### config.mk
export PLATFORM = sky130hd
export DESIGN_NAME = fifo_param
export DESIGN_NICKNAME = d
export VERILOG_FILES = /design/src/rtl/fifo_param_pkg.sv /design/src/rtl/fifo_param_mem.sv /design/src/rtl/fifo_param.sv
export SDC_FILE = /design/constraint.sdc
export NUM_CORES = 1
export LEC_CHECK = 0
export BUFFER_PORTS_ARGS = -buffer_cell sky130_fd_sc_hd__buf_2
export CAP_MARGIN = 20
export CORE_MARGIN = 3
export CORE_UTILIZATION = 44
export DETAILED_ROUTE_END_ITERATION = 10
export PLACE_DENSITY_LB_ADDON = 0.05
export REMOVE_ABC_BUFFERS = 1
export SYNTH_ARGS = -nofsm -noshare
export SYNTH_HDL_FRONTEND = slang
export SYNTH_SLANG_ARGS = --single-unit
### constraint.sdc
create_clock -name clk -period 4.4 [get_ports clk]
set_input_delay 0.88 -clock clk [delete_from_list [all_inputs] [get_ports clk]]
set_output_delay 0.88 -clock clk [all_outputs]
set_load 0.03 [all_outputs]
### src/rtl/fifo_param_pkg.sv
// fifo_param_pkg
//   Shared definitions for the parametrised synchronous FIFO.
//   Holds the 3-bit last-operation state encodings. The ack/err outputs
//   of fifo_param are decoded directly from these values.
package fifo_param_pkg;

    localparam int ST_W = 3;

    localparam logic [ST_W-1:0] INIT     = 3'b000;
    localparam logic [ST_W-1:0] NO_OP    = 3'b001;
    localparam logic [ST_W-1:0] WRITE    = 3'b010;
    localparam logic [ST_W-1:0] READ     = 3'b011;
    localparam logic [ST_W-1:0] WR_RD    = 3'b100;
    localparam logic [ST_W-1:0] WR_ERROR = 3'b101;
    localparam logic [ST_W-1:0] RD_ERROR = 3'b110;
    localparam logic [ST_W-1:0] WR_RDERR = 3'b111;

endpackage

### src/rtl/fifo_param_mem.sv
// fifo_param_mem
//   DEPTH x WIDTH register file used as FIFO storage. The contents are not reset.
//   Ports:
//     clk   - rising-edge clock
//     we    - write enable; stores wdata at waddr on the clock edge
//     waddr - write address
//     wdata - write data
//     raddr - read address (combinational read port)
//     rdata - read data, mem[raddr]
module fifo_param_mem #(
    parameter int WIDTH = 32,
    parameter int DEPTH = 8
) (
    input  logic                     clk,
    input  logic                     we,
    input  logic [$clog2(DEPTH)-1:0] waddr,
    input  logic [WIDTH-1:0]         wdata,
    input  logic [$clog2(DEPTH)-1:0] raddr,
    output logic [WIDTH-1:0]         rdata
);

    logic [WIDTH-1:0] mem [DEPTH];

    always_ff @(posedge clk) begin
        if (we) begin
            mem[waddr] <= wdata;
        end
    end

    assign rdata = mem[raddr];

endmodule

### src/rtl/fifo_param.sv
// fifo_param
//   Parametrised synchronous FIFO. It supports a read and a write in the
//   same cycle, programmable almost_full/almost_empty thresholds and a
//   synchronous flush.
//   Ports:
//     clk, reset_n        - rising-edge clock, synchronous active-low reset
//     flush               - synchronous clear; overrides rd_en/wr_en
//     wr_en, d_in         - write request and data
//     rd_en, d_out        - read request and registered read data (1-cycle latency)
//     data_count          - occupancy 0..DEPTH
//     full, empty         - registered occupancy flags
//     almost_full/_empty  - registered threshold flags (>= AF_LEVEL, <= AE_LEVEL)
//     wr_ack/wr_err       - the write at the previous edge was accepted/rejected
//     rd_ack/rd_err       - the read at the previous edge was accepted/rejected
module fifo_param
    import fifo_param_pkg::*;
#(
    parameter int WIDTH    = 32,
    parameter int DEPTH    = 8,
    parameter int AF_LEVEL = DEPTH - 2,
    parameter int AE_LEVEL = 2
) (
    input  logic                   clk,
    input  logic                   reset_n,
    input  logic                   flush,
    input  logic                   wr_en,
    input  logic                   rd_en,
    input  logic [WIDTH-1:0]       d_in,
    output logic [WIDTH-1:0]       d_out,
    output logic [$clog2(DEPTH):0] data_count,
    output logic                   full,
    output logic                   empty,
    output logic                   almost_full,
    output logic                   almost_empty,
    output logic                   wr_ack,
    output logic                   wr_err,
    output logic                   rd_ack,
    output logic                   rd_err
);

    localparam int AW = $clog2(DEPTH);
    localparam logic [AW:0]   CNT_FULL = (AW+1)'(DEPTH);
    localparam logic [AW:0]   CNT_ONE  = (AW+1)'(1);
    localparam logic [AW-1:0] PTR_ONE  = AW'(1);

    logic [AW-1:0]    head;
    logic [AW-1:0]    tail;
    logic [AW:0]      count;
    logic [AW:0]      count_nxt;
    logic [ST_W-1:0]  state;
    logic [ST_W-1:0]  state_nxt;
    logic             is_full;
    logic             is_empty;
    logic             wr_ok;
    logic             rd_ok;
    logic             mem_we;
    logic [WIDTH-1:0] mem_rdata;

    fifo_param_mem #(
        .WIDTH (WIDTH),
        .DEPTH (DEPTH)
    ) u_mem (
        .clk   (clk),
        .we    (mem_we),
        .waddr (tail),
        .wdata (d_in),
        .raddr (head),
        .rdata (mem_rdata)
    );

    // A write is also accepted while full if a read pops the head in the
    // same edge. The read port sees the old head entry before the write
    // lands, so tail==head causes no conflict.
    always_comb begin
        is_full  = (count == CNT_FULL);
        is_empty = (count == '0);
        rd_ok    = rd_en && !is_empty;
        wr_ok    = wr_en && (!is_full || rd_en);
        mem_we   = reset_n && !flush && wr_ok;

        state_nxt = NO_OP;
        case ({wr_en, rd_en})
            2'b10:   state_nxt = is_full  ? WR_ERROR : WRITE;
            2'b01:   state_nxt = is_empty ? RD_ERROR : READ;
            2'b11:   state_nxt = is_empty ? WR_RDERR : WR_RD;
            default: state_nxt = NO_OP;
        endcase

        count_nxt = count;
        if (!reset_n || flush) begin
            count_nxt = '0;
        end else if (wr_ok && !rd_ok) begin
            count_nxt = count + CNT_ONE;
        end else if (rd_ok && !wr_ok) begin
            count_nxt = count - CNT_ONE;
        end
    end

    always_ff @(posedge clk) begin
        if (!reset_n) begin
            head  <= '0;
            tail  <= '0;
            count <= '0;
            d_out <= '0;
            state <= INIT;
        end else if (flush) begin
            head  <= '0;
            tail  <= '0;
            count <= '0;
            state <= INIT;
        end else begin
            if (wr_ok) begin
                tail <= tail + PTR_ONE;
            end
            if (rd_ok) begin
                head  <= head + PTR_ONE;
                d_out <= mem_rdata;
            end
            count <= count_nxt;
            state <= state_nxt;
        end
    end

    // The flags are registered from the next count so that they line up
    // with data_count. count_nxt is already forced to zero on reset and flush.
    always_ff @(posedge clk) begin
        full         <= (count_nxt == CNT_FULL);
        empty        <= (count_nxt == '0);
        almost_full  <= (int'(count_nxt) >= AF_LEVEL);
        almost_empty <= (int'(count_nxt) <= AE_LEVEL);
    end

    assign data_count = count;
    assign wr_ack     = (state == WRITE) || (state == WR_RD) || (state == WR_RDERR);
    assign wr_err     = (state == WR_ERROR);
    assign rd_ack     = (state == READ) || (state == WR_RD);
    assign rd_err     = (state == RD_ERROR) || (state == WR_RDERR);

endmodule

==> impl_metrics.ini <==
[status]
status = finished, final reports clean

[global_route]
overflow = 0
grt_max_degree = 39
grt_pass1_vias = 6143
grt_pass1_wl_mm = 35.9
track_usage_pct = 16.5
antenna_found_initial = 2

[worst_setup_path]
critPathLaunchType = register
startpoint = data_count[0]
r2r_slack_ns = 1.38
crit_chain = inv_1 -> ha_1 -> nor2b_4 -> nand3_1 -> nand2_1 -> or3_1 -> nor2_4 -> buf_4
critPathCaptureType = register
cp_num_buf_inv = 2
worstRegToRegCells = 8
worstPathArrival_ns = 3.18
rr_startpoint = data_count[0]
criticalPathCategory = register to register
critPathRequiredTime_ns = 4.57
slowest_stage = or3_1
cp_num_cells = 8
max_stage_delay_ns = 0.53
r2r_end = u_mem.mem[2][10]
cp_top_family = simple AND/OR/NAND/NOR gates
crit_path_end = u_mem.mem[2][10]
critPathMaxFanout = 17

[sta]
finalCritPeriodShare_pct = 68.6
slew_headroom_pct = 41.1
finalSetupViolations = 0
finClkSkew_ns = 0.00843
min_period_ns = 3.02
clock.fmax_mhz = 331
worst_pin_slew_ns = 0.882
setup-tns-final_ns = 0
drv_slew = 0
rsz0062_at_grt = false
hold_violations = 0
finalWorstSetupSlack_ns = 1.38

[clock_tree]
clockRootBuffer = clkbuf_16
post-cts-setup-buffers = 0
cts_max_level = 2
path_clk_slew_ns = 0.06
cts_tree = yes
clock_latency_ns = 0.49
postCtsHoldBufs = 0
cts_resized = 0
clockBufferDepth = 3
cts_sinks = 305
numCtsBuffers = 34

[power_and_ir_drop]
power_density_nw_per_um2 = 458
p_leak_nw = 4.87
p_total_mw = 6.29
peakVddDrop_uv = 275

[drt]
drc = 0
drt_first_pass_iters = 5
routed_wirelength_mm = 22.9
via_per_inst = 5.44
drt_iter0_markers = 296
ant_nets = 0
route.vias.total = 5786
avgRoutedWirePerCell_microns = 21.5

[final_layout]
layout_common_cells = edfxtp_1, buf_2, mux4_2, dfxtp_1, nand2_1
drive_gt1_share_pct = 32.0
fin_cells = 1063
register_area_sq_um = 8670
final_common_cell = edfxtp_1
diodes = 0
multiInputGateArea_sq_um = 2920
fill_cells = 2123
num-nets-final = 744
area_growth_pct = 17.3

[place]
dp_hpwl_mm = 14.1
gp_congestion = 0.809
dp_slack_ns = 0.990
io_buffer_count = 80
placed_cells = 1002

[yosys]
yosys_register_bits = 305
synth_simple_gate_area_share_pct = 4.22
synth_edf_count = 256
synth_compound_area_share_pct = 4.09
syn_area_sq_um = 11700
synth_cell_types = 52
postSynth.asyncResetShare_pct = 0
yosysWarningCount = 0
synth_ff_type = edfxtp_1
synth_top_family_by_area = multiplexers
syn_inst = 603
syn_area_per_cell_sq_um = 19.4
synth_fa_ha_area_share_pct = 0.428
synth-seq-area-share_pct = 74.1
synth_mux_area_share_pct = 15.1
synth-xor-area-share_pct = 0.524

[floorplanning]
initial_core_util_pct = 44.8
core_area_sq_um = 26100
die_w_microns = 169
fp-row-count = 59
ioPinCount = 81
fp.dieArea_sq_um = 28600
die_h_microns = 169

[worst_hold_path]
min-delay-path-class = register to register
min-delay-start = d_out[5]

[flow_run]
drv_cap = 0
-- sequential cells by signal, summed over array words and instances, names as in the netlist --
signal / flops
head: 3
empty: 1
almost_full: 1
state: 3
u_mem.mem: 256
full: 1
tail: 3
d_out: 32
data_count: 4
almost_empty: 1
-- power by group --
group	internal [mW]	total (mW)	switching [mW]	leakage [nW]
Clock	1.77	2.81	1.05	0.561
Sequential	3.16	3.19	0.0252	2.71
Combinational	0.112	0.290	0.179	1.60
Total	5.04	6.29	1.25	4.87
-- cells by family (layout without fill, tap and decap cells) --
family,after synthesis,in the layout
flip-flops,305,305
AND/OR/NAND/NOR,97,97
AO/OA/AOI/OAI,54,54
adder cells (fa/ha/maj),4,4
buffers and inverters,39,164
multiplexers,97,97
XOR/XNOR,7,7
-- area by class of cell --
type / count / share of cell area (%)
Clock buffer: 48 / 7.03
Clock inverter: 13 / 1.25
Inverter: 5 / 0.137
Multi-Input combinational cell: 259 / 21.3
Sequential cell: 305 / 63.2
Tap cell: 335 / 3.05
Timing Repair Buffer: 98 / 4.08
-- cells in the mapped netlist (all sizes together), types with 2 or more instances --
cell type    n  area, sq um
edfxtp     256         7690
mux4        64         1440
dfxtp       49          981
nand2       39          146
mux2i       33          330
o211a       32          320
buf         23          116
nor2        20         75.1
clkbuf      11         41.3
nand2b       6         37.5
o21ai        6         33.8
inv          5         18.8
nand3        5         30.0
nor3         5         25.0
a21oi        4         20.0
ha           4         50.1
nor3b        4         35.0
xor2         4         35.0
o211ai       3         27.5
xnor2        3         26.3
and2         2         13.8
and3         2         13.8
and3b        2         17.5
nand3b       2         15.0
nor2b        2         20.0
or3b         2         20.0
-- layer usage --
| metal | routed length [microns] | vias to the layer above | track usage (%) |
|---|---|---|---|
| met5 | 26 | - | 0 |
| met4 | 393 | 4 | 4.27 |
| met3 | 1250 | 39 | 2.99 |
| met2 | 11400 | 156 | 27.8 |
| met1 | 9830 | 2949 | 22.3 |
| li1 | - | 2638 | - |
-- stage by stage --
step | hold slack, ns | cell area, sq um | util (%)
floorplan | 0.498 | 11500 | -
global placement | 0.474 | 12600 | 48.2
detailed placement | 0.481 | 12600 | 48.2
CTS | 0.494 | 13700 | 52.5
global route | 0.511 | 13700 | 52.5
finish | 0.491 | 13700 | 52.5
-- worst min path at each step --
stage | end | depth (start not counted)
CTS | d_out[26] | 1
finish | d_out[5] | 1
global placement | d_out[7] | 1
detailed placement | d_out[5] | 1
floorplan | tail[2] | 2
global route | d_out[11] | 1
(Power assumes the default switching activity.)
